`src/rtl/mem_ctrl.sv`:
```
// -----------------------------------------------------------------------------
// mem_ctrl
//
// Single-port memory controller between the CPU pipeline and a byte-wide
// unified RAM. Serves instruction fetches (IF) and data loads/stores (MEM). A
// MEM request wins over an IF request. Every 8/16/32-bit access becomes a run
// of consecutive byte transfers, least significant byte first.
//
// Ports
//   clk_in        system clock, rising edge
//   rst_in        asynchronous active-high reset
//   IF_req_in     fetch request, held by IF until served
//   IF_addr_in    fetch byte address
//   MEM_req_in    data access request, held by MEM until served
//   MEM_we_in     1 = store, 0 = load
//   MEM_len_in    0 = byte, 1 = half, 2/3 = word
//   MEM_addr_in   data byte address
//   MEM_data_in   store data (low bytes used)
//   ram_data_in   RAM read byte, valid one cycle after its address
//   busy_out      controller occupied by an access
//   instE_out     one-cycle pulse, inst_out valid
//   inst_out      last fetched instruction
//   MEM_done_out  one-cycle pulse, MEM access complete
//   MEM_data_out  last load data, zero-extended
//   ram_addr_out  RAM byte address
//   ram_wr_out    write strobe for ram_data_out
//   ram_data_out  RAM write byte
// -----------------------------------------------------------------------------
module mem_ctrl #(
    parameter int RAM_ADDR_WIDTH = 17
) (
    input  logic                      clk_in,
    input  logic                      rst_in,
    input  logic                      IF_req_in,
    input  logic [31:0]               IF_addr_in,
    input  logic                      MEM_req_in,
    input  logic                      MEM_we_in,
    input  logic [1:0]                MEM_len_in,
    input  logic [31:0]               MEM_addr_in,
    input  logic [31:0]               MEM_data_in,
    input  logic [7:0]                ram_data_in,
    output logic                      busy_out,
    output logic                      instE_out,
    output logic [31:0]               inst_out,
    output logic                      MEM_done_out,
    output logic [31:0]               MEM_data_out,
    output logic [RAM_ADDR_WIDTH-1:0] ram_addr_out,
    output logic                      ram_wr_out,
    output logic [7:0]                ram_data_out
);

    typedef enum logic [2:0] {
        IDLE   = 3'd0,
        IF_RD  = 3'd1,
        MEM_RD = 3'd2,
        MEM_WR = 3'd3,
        DONE   = 3'd4
    } state_t;

    state_t                    state_q, state_d;
    logic [31:0]               base_q;      // latched request address (IF compare)
    logic [RAM_ADDR_WIDTH-1:0] addr_q;      // address of the byte being driven
    logic [2:0]                cnt_q;       // cycles spent in the current access
    logic [2:0]                nbytes_q;    // access length in bytes: 1, 2 or 4
    logic                      is_mem_q;    // current/last access belongs to MEM
    logic [31:0]               wdata_q;     // store data, shifted out a byte at a time
    logic [31:0]               rdata_q;     // read bytes assembled so far
    logic [31:0]               inst_q;
    logic [31:0]               mdata_q;

    logic                      start_mem, start_if, if_abort, finish;
    logic [2:0]                mem_nbytes;
    logic [31:0]               start_addr;
    logic [31:0]               rdata_nx;

    always_comb begin
        mem_nbytes = (MEM_len_in == 2'd0) ? 3'd1 :
                     (MEM_len_in == 2'd1) ? 3'd2 : 3'd4;
        start_addr = MEM_req_in ? MEM_addr_in : IF_addr_in;
    end

    // Byte k is read while cnt_q == k+1: the RAM answers one cycle after the
    // address was presented.
    always_comb begin
        rdata_nx = rdata_q;
        case (cnt_q)
            3'd1:    rdata_nx[7:0]   = ram_data_in;
            3'd2:    rdata_nx[15:8]  = ram_data_in;
            3'd3:    rdata_nx[23:16] = ram_data_in;
            3'd4:    rdata_nx[31:24] = ram_data_in;
            default: ;
        endcase
    end

    // ---------------- state register ----------------
    always_ff @(posedge clk_in or posedge rst_in) begin
        if (rst_in) begin
            state_q <= IDLE;
        end else begin
            state_q <= state_d;
        end
    end

    // ---------------- next-state logic ----------------
    always_comb begin
        state_d   = state_q;
        start_mem = 1'b0;
        start_if  = 1'b0;
        if_abort  = 1'b0;
        finish    = 1'b0;
        case (state_q)
            IDLE, DONE: begin
                if (MEM_req_in) begin
                    start_mem = 1'b1;
                    state_d   = MEM_we_in ? MEM_WR : MEM_RD;
                end else if (IF_req_in) begin
                    start_if = 1'b1;
                    state_d  = IF_RD;
                end else begin
                    state_d = IDLE;
                end
            end
            IF_RD: begin
                // A dropped request or a new PC makes the fetch stale; a
                // waiting MEM request is taken on the same edge.
                if (!IF_req_in || (IF_addr_in != base_q)) begin
                    if_abort = 1'b1;
                    if (MEM_req_in) begin
                        start_mem = 1'b1;
                        state_d   = MEM_we_in ? MEM_WR : MEM_RD;
                    end else begin
                        state_d = IDLE;
                    end
                end else if (cnt_q == nbytes_q) begin
                    finish  = 1'b1;
                    state_d = DONE;
                end
            end
            MEM_RD: begin
                if (cnt_q == nbytes_q) begin
                    finish  = 1'b1;
                    state_d = DONE;
                end
            end
            MEM_WR: begin
                if (cnt_q == nbytes_q - 3'd1) begin
                    finish  = 1'b1;
                    state_d = DONE;
                end
            end
            default: state_d = IDLE;
        endcase
    end

    // ---------------- datapath registers ----------------
    always_ff @(posedge clk_in or posedge rst_in) begin
        if (rst_in) begin
            base_q   <= '0;
            addr_q   <= '0;
            cnt_q    <= '0;
            nbytes_q <= '0;
            is_mem_q <= 1'b0;
            wdata_q  <= '0;
            rdata_q  <= '0;
            inst_q   <= '0;
            mdata_q  <= '0;
        end else if (start_mem || start_if) begin
            base_q   <= start_addr;
            addr_q   <= start_addr[RAM_ADDR_WIDTH-1:0];
            cnt_q    <= '0;
            nbytes_q <= start_mem ? mem_nbytes : 3'd4;
            is_mem_q <= start_mem;
            wdata_q  <= MEM_data_in;
            rdata_q  <= '0;
        end else if (if_abort) begin
            addr_q <= '0;
            cnt_q  <= '0;
        end else begin
            case (state_q)
                IF_RD, MEM_RD: begin
                    cnt_q   <= cnt_q + 3'd1;
                    rdata_q <= rdata_nx;
                    // The last address is held while its byte comes back.
                    if (cnt_q < nbytes_q - 3'd1) begin
                        addr_q <= addr_q + RAM_ADDR_WIDTH'(1);
                    end
                    if (finish) begin
                        if (is_mem_q) begin
                            mdata_q <= rdata_nx;
                        end else begin
                            inst_q <= rdata_nx;
                        end
                    end
                end
                MEM_WR: begin
                    cnt_q   <= cnt_q + 3'd1;
                    wdata_q <= {8'h00, wdata_q[31:8]};
                    if (cnt_q < nbytes_q - 3'd1) begin
                        addr_q <= addr_q + RAM_ADDR_WIDTH'(1);
                    end
                end
                default: ;
            endcase
        end
    end

    // ---------------- outputs ----------------
    always_comb begin
        busy_out     = (state_q == IF_RD) || (state_q == MEM_RD) || (state_q == MEM_WR);
        instE_out    = (state_q == DONE) && !is_mem_q;
        MEM_done_out = (state_q == DONE) && is_mem_q;
        ram_wr_out   = (state_q == MEM_WR);
        ram_data_out = (state_q == MEM_WR) ? wdata_q[7:0] : 8'h00;
        ram_addr_out = addr_q;
        inst_out     = inst_q;
        MEM_data_out = mdata_q;
    end

endmodule
```
`config.mk`:
```
export PLATFORM = sky130hd
export DESIGN_NAME = mem_ctrl
export DESIGN_NICKNAME = d
export VERILOG_FILES = /design/src/rtl/mem_ctrl.sv
export SDC_FILE = /design/constraint.sdc
export NUM_CORES = 1
export LEC_CHECK = 0
export CORE_ASPECT_RATIO = 0.75
export CORE_MARGIN = 2
export CORE_UTILIZATION = 59
export DETAILED_ROUTE_END_ITERATION = 7
export DONT_BUFFER_PORTS = 1
export GPL_TIMING_DRIVEN = 0
export PLACE_DENSITY = 0.75
export SLEW_MARGIN = 20
export SYNTH_ARGS = -nofsm -noshare
export SYNTH_HDL_FRONTEND = slang
export SYNTH_SLANG_ARGS = --single-unit
```
`constraint.sdc`:
```
create_clock -name clk_in -period 13.65 [get_ports clk_in]
set_clock_uncertainty 0.1 [all_clocks]
set_input_delay 0.6825 -clock clk_in [delete_from_list [all_inputs] [get_ports clk_in]]
set_output_delay 0.6825 -clock clk_in [all_outputs]
set_load 0.05 [all_outputs]
```
# Word-level counts from Yosys, hierarchy flattened

Index checks and enable logic that the tools add are counted.

Bits in registers: 187
Latch bits: 0
Memory bits (writable): 0
ROM bits: 0
Input port bits: 111
Output and inout port bits: 93
Logic and storage cells: 95
Memories kept: 0

$add $sub $neg: 3
Multiply operators: 0
Div/mod/pow operators: 0
Order comparisons: 1
Equal/unequal tests: 14
Shifts and indexed selects: 0
Mux-type cells: 42
Bitwise gates (word level): 3
Reduce and logical (&&, ||, !) cells: 22

Operators with widths:

| kind                                                             | count |
|---|---|
| 32-bit 2-to-1 mux                                                | 7 |
| 17-bit 2-to-1 mux                                                | 4 |
| 8-bit 2-to-1 mux                                                 | 5 |
| 32-bit != test                                                   | 1 |
| 3-bit 2-to-1 mux                                                 | 9 |
| 17-bit by 1-bit adder with 17-bit output (second input constant) | 1 |
| 3-bit by 2-bit == test with 1-bit output (second input constant) | 4 |
| 1-bit 2-to-1 mux                                                 | 12 |
| 3-bit case mux with 4 select lines                               | 1 |
| 5-bit AND reduction                                              | 2 |
| 3-bit by 1-bit == test with 1-bit output (second input constant) | 2 |
| 3-bit == test                                                    | 2 |
| 3-bit == test (second input constant)                            | 2 |
| 2-bit AND reduction                                              | 3 |
| 3-bit nonzero test                                               | 2 |
| 1-bit logical OR                                                 | 4 |
| 2-bit 2-to-1 mux                                                 | 2 |
| 2-bit by 1-bit != test with 1-bit output (second input constant) | 2 |
| 2-bit nonzero test                                               | 2 |
| 2-bit OR reduction                                               | 2 |
| 3-bit by 1-bit adder with 3-bit output (second input constant)   | 1 |
| 3-bit zero test                                                  | 1 |
| 3-bit < comparator                                               | 1 |
| 1-bit NOT                                                        | 3 |
| 8 further kinds                                                  | 10 |

# Depth between registers and ports, before layout

Word-level depth: 7
Gate-level depth with buffers: 10
Gate-level depth less buffers: 9

# Worst setup path after synthesis

OpenSTA, ideal clock, no wires.

Path type: input to register
Start: in IF_addr_in[13]
End: reg mdata_q[0], in the netlist MEM_data_out[0]
Library setup time: 0.127 ns
Data arrival time: 2.569 ns
Data required time: 13.423 ns
Path slack: 10.854 ns
Cell stages on the path: 7
Path buffers: 1
Path through: xor2_1 nor4_1 nand4_1 nor4b_4 o211a_4 buf_6 mux2_1

Longest elaborated chain between the ends: 7
Elaborated cells between the ends (all ways): 12
Classes of those cells: 1 x eq/ne; 6 x mux; 2 x bitwise; 3 x reduce/logical

Ends and longest elaborated chain:

| element                            | RTL line | source |
|---|---|---|
| start, declared                    | 35       | `input logic [31:0] IF_addr_in,` |
| 32-bit != test *                   | 126      | `if (!IF_req_in \|\| (IF_addr_in != base_q)) begin` |
| 1-bit logical OR *                 | 126      |  |
| 1-bit 2-to-1 mux                   | 126      |  |
| 1-bit case mux with 2 select lines | 111      | `case (state_q)` |
| 1-bit logical OR                   | 167      | `end else if (start_mem \|\| start_if) begin` |
| 1-bit NOT (no line)                | -        |  |
| 5-bit AND reduction (no line) *    | -        |  |
| end signal, assigned               | 189      | `mdata_q <= rdata_nx;` |
| end, declared                      | 69       | `logic [31:0] mdata_q;` |

Mark *: on every way between the ends. The rest lies on a longest branch, timed or not.
A chain may end at the register's enable or synchronous reset.

# Final worst setup path

Start: reg base_q[11]
End: reg nbytes_q[0]

Longest elaborated chain between the ends: 5
Elaborated cells between the ends (all ways): 6
Classes of those cells: 1 x eq/ne; 3 x mux; 2 x reduce/logical

Ends and longest elaborated chain:

| element                                                     | RTL line | source |
|---|---|---|
| start, declared                                             | 61       | `logic [31:0] base_q;` |
| start signal, assigned                                      | 168      | `base_q <= start_addr;` |
| 32-bit != test *                                            | 126      |  |
| 1-bit logical OR *                                          | 126      |  |
| 1-bit 2-to-1 mux *                                          | 126      |  |
| 1-bit case mux with 2 select lines *                        | 111      |  |
| 3-bit 2-to-1 mux / 1-bit logical OR (equally long branches) | 171, 167 |  |
| end signal, assigned                                        | 171      | `nbytes_q <= start_mem ? mem_nbytes : 3'd4;` |
| end, declared                                               | 64       | `logic [2:0] nbytes_q;` |

Marks and branches as above.

==> summary.md <==
| Metric | Value |
|---|---|
| Ant diodes | 0 |
| Pint | around 1400 uW |
| Post-synthesis to final-layout area growth | 9.90% |
| Pwr dens | around 260 mW/mm^2 |
| Clock share of power | 0.198 |
| Reg2reg path depth | 8 |
| Status | finished, final reports clean |
| Initial Util | 0.604 |
| Max-slew violation count | 0 |
| Worst path required time | ~14000 ps |
| Sequential fraction of the synthesis area | 0.507 |
| Io pins | 204 |
| Critical path arrival | about 3600 ps |
| Synth unique cells | 53 |
| Drt pass-1 iters | 5 |
| Comb pwr share | 0.344 |
| CP Class | reg2reg |
| Max Buffers Root-to-Sink | 2 |
| Die Wd | between 100 and 150 um |
| Reg2reg start | base_q[11]$_DFFE_PP0P_ |
| PnR Total Power | about 2600 uW |
| H-tree level count | 4 |
| Port Buffers | 0 |
| Clock latency at the later pin of the worst-skew pair | approximately 430 ps |
| # clock sinks | ~190 |
| Vias/cell | around 6.4 |
| Max Cap Viol | 0 |
| CTS Root Cell | clkbuf_16 |
| Measured slew at the worst slew-check pin | 1020 ps |
| FMAX | around 0.29 GHz |
| Post-DP HPWL | 17600 um |
| Number of non-filler instances in the completed layout | about 1.0k |
| Placed Cells | around 1000 |
| Clock-pin slew on the worst setup and hold paths | roughly 80 ps |
| Total number of vias | 6607 |
| Largest net degree at the start of global routing | 111 |
| Residual DRC count | 0 |
| Total die area | 0.0167 sq mm |
| GR Overflow Total | 0 |
| Flop and latch count out of synthesis | between 150 and 200 |
| R2r endpoint | nbytes_q[0]$_DFFE_PP0P_ |
| Most numerous cell in the Yosys netlist | dfrtp_1 |
| Fin crit share | 0.249 |
| Setup Buffers After CTS | 0 |
| Unrepaired setup endpoints after global routing | false |
| Synth area leader | dfrtp_1 |
| Mean routed wirelength per cell | between 20 and 25 um |
| Area contributors post-synth | dfrtp_1, mux2_1, mux2i_1, o21ai_0, mux2_2 |
| Final setup fails | 0 |
| Number of flops mapped to enable cells by yosys | 0 |
| Min cycle time layout | between 3000 and 4000 ps |
| Top_reg_cell synth | dfrtp_1 |
| Final hold violation count | 0 |
| Cell area after synthesis | slightly above 0.009 sq mm |
| Sw Share | 0.451 |
| Flop pwr share | 0.458 |
| Synthesis Warnings | 0 |
| R2r setup slk | 10250 ps |
| Row count | 39 |
| Share of the synthesized area in the top cell type | 0.507 |
| Post-synth ARST share | 1.00 |
| Initial antenna violation count | 0 |
| TritonCTS clock tree | built |
| CP Capture Type | flop |
| CP max FO | 10 |
| Number of DRC markers in iteration 0 | 579 |
| Setup TNS | 0 ps |
| Die H | around 110 um |
| LEAKAGE | 0.00493 uW |
| Routed Antenna Nets | 0 |
| Total track usage | 0.292 |
| Post-CTS Resized | 0 |
| Gp weighted congestion | approximately 0.9 |
| Most common library cells after synthesis | dfrtp_1, o21ai_0, mux2_1 |
| Core ar. | around 0.015 sq mm |
| First-pass GRT wire length | roughly 37000 um |
| Syn avg cell area | 11.7 sq um |
| Routed wire length | 23900 um |
| Vias in the first global route | approximately 6.7k |
| Fin nets | around 930 |
| Startpoint types | flop |
| Synthesized Nets | about 900 |
| Hold crit path type | in2async |
| Worst vdd ir | approximately 0.00013 V |
| Switching pwr | between 1000 and 1500 uW |
| Gate count of the mapped netlist | 791 |
| Rel. slew slack | 0.315 |
| Layout cells sized above 1 | 0.124 |
| Hold bufs inserted after CTS | 0 |
| CTS buffer count | 17 |
per-stage QoR:
step / hold slack, ps / instance area [sq um] / setup slack (ps) / util
detailed placement: 390 / 9520 / 10150 / 0.623
global placement: 386 / 9480 / 6160 / 0.621
CTS: 76.7 / 10100 / 10390 / 0.664
floorplan: 370 / 9230 / 7780 / -
finish: 52.2 / 10100 / 10250 / 0.664
global route: 103 / 10100 / 10100 / 0.664
worst max-delay path by stage:
stage / from / to / slack (ps) / cells after the start
6_report: base_q[11]$_DFFE_PP0P_ / nbytes_q[0]$_DFFE_PP0P_ / 10250 / 8
5_1_grt: base_q[11]$_DFFE_PP0P_ / nbytes_q[0]$_DFFE_PP0P_ / 10100 / 8
4_1_cts: base_q[11]$_DFFE_PP0P_ / nbytes_q[0]$_DFFE_PP0P_ / 10390 / 8
3_5_place_dp: IF_addr_in[11] / nbytes_q[0]$_DFFE_PP0P_ / 10150 / 8
3_3_place_gp: rst_in / MEM_data_out[2]$_DFFE_PP0P_ / 6160 / 1
2_1_floorplan: rst_in / MEM_data_out[0]$_DFFE_PP0P_ / 7780 / 1
critical path, stage by stage (launching register included):
cell      delay, ps
dfrtp_1         390
xor2_1          160
nor4_1          380
nand4_1         420
nor4_2          680
buf_2           350
clkbuf_1        450
o21ai_0         250
o41ai_1         110
kinds of logic (layout without fill, tap and decap cells):
family                   Yosys count  in the layout  share of synthesized area
flip-flops                       187            187                      0.507
AO/OA/AOI/OAI                    178            178                      0.124
multiplexers                     160            160                      0.187
AND/OR/NAND/NOR                  136            136                     0.0842
buffers and inverters             71            104                     0.0380
XOR/XNOR                          49             49                     0.0465
adder cells (fa/ha/maj)           10             10                     0.0136
registers in the layout, summed over array words and instances (netlist names):
register / count
MEM_data_out: 32
nbytes_q: 3
base_q: 32
is_mem_q: 1
rdata_q: 32
cnt_q: 3
ram_addr_out: 17
state_q: 3
wdata_q: 32
inst_out: 32
final cells by class:
cell class | count | area (sq um)
Fill cell | 1170 | 5130
Sequential cell | 187 | 4680
Multi-Input combinational cell | 533 | 4200
Clock buffer | 18 | 439
Buffer | 52 | 279
Tap cell | 205 | 256
Clock inverter | 14 | 183
Inverter | 19 | 78.8
Timing Repair Buffer | 1 | 27.5
layer usage:
layer | up-vias | global-route usage | routed length [um]
met5 | - | 0 | 0
met4 | 0 | 0.0819 | 433
met3 | 32 | 0.102 | 2300
met2 | 288 | 0.430 | 10600
met1 | 3359 | 0.414 | 10500
li1 | 2928 | - | -
power by group through the flow:
stage | clock network [uW] | logic (uW) | registers, uW
finish | 515 | 894 | 1190
global route | 547 | 981 | 1210
CTS | 521 | 889 | 1190
detailed placement | 0 | 883 | 1200
global placement | 0 | 845 | 1190
floorplan | 0 | 694 | 1140
cell usage in the layout (no fill, tap or decap), drive strengths merged, types with 6 or more instances in the layout:
| master | count |
|---|---|
| a21oi | 7 |
| a221o | 24 |
| and3 | 35 |
| buf | 23 |
| clkbuf | 48 |
| dfrtp | 187 |
| ha | 10 |
| inv | 24 |
| mux2 | 96 |
| mux2i | 64 |
| nand2 | 27 |
| nand3 | 9 |
| nand4 | 7 |
| nor2 | 15 |
| nor2b | 13 |
| nor3 | 7 |
| nor4 | 6 |
| o21ai | 110 |
| o22ai | 14 |
| xnor2 | 24 |
| xor2 | 25 |
Note: power is estimated with default switching activity, not from simulation.
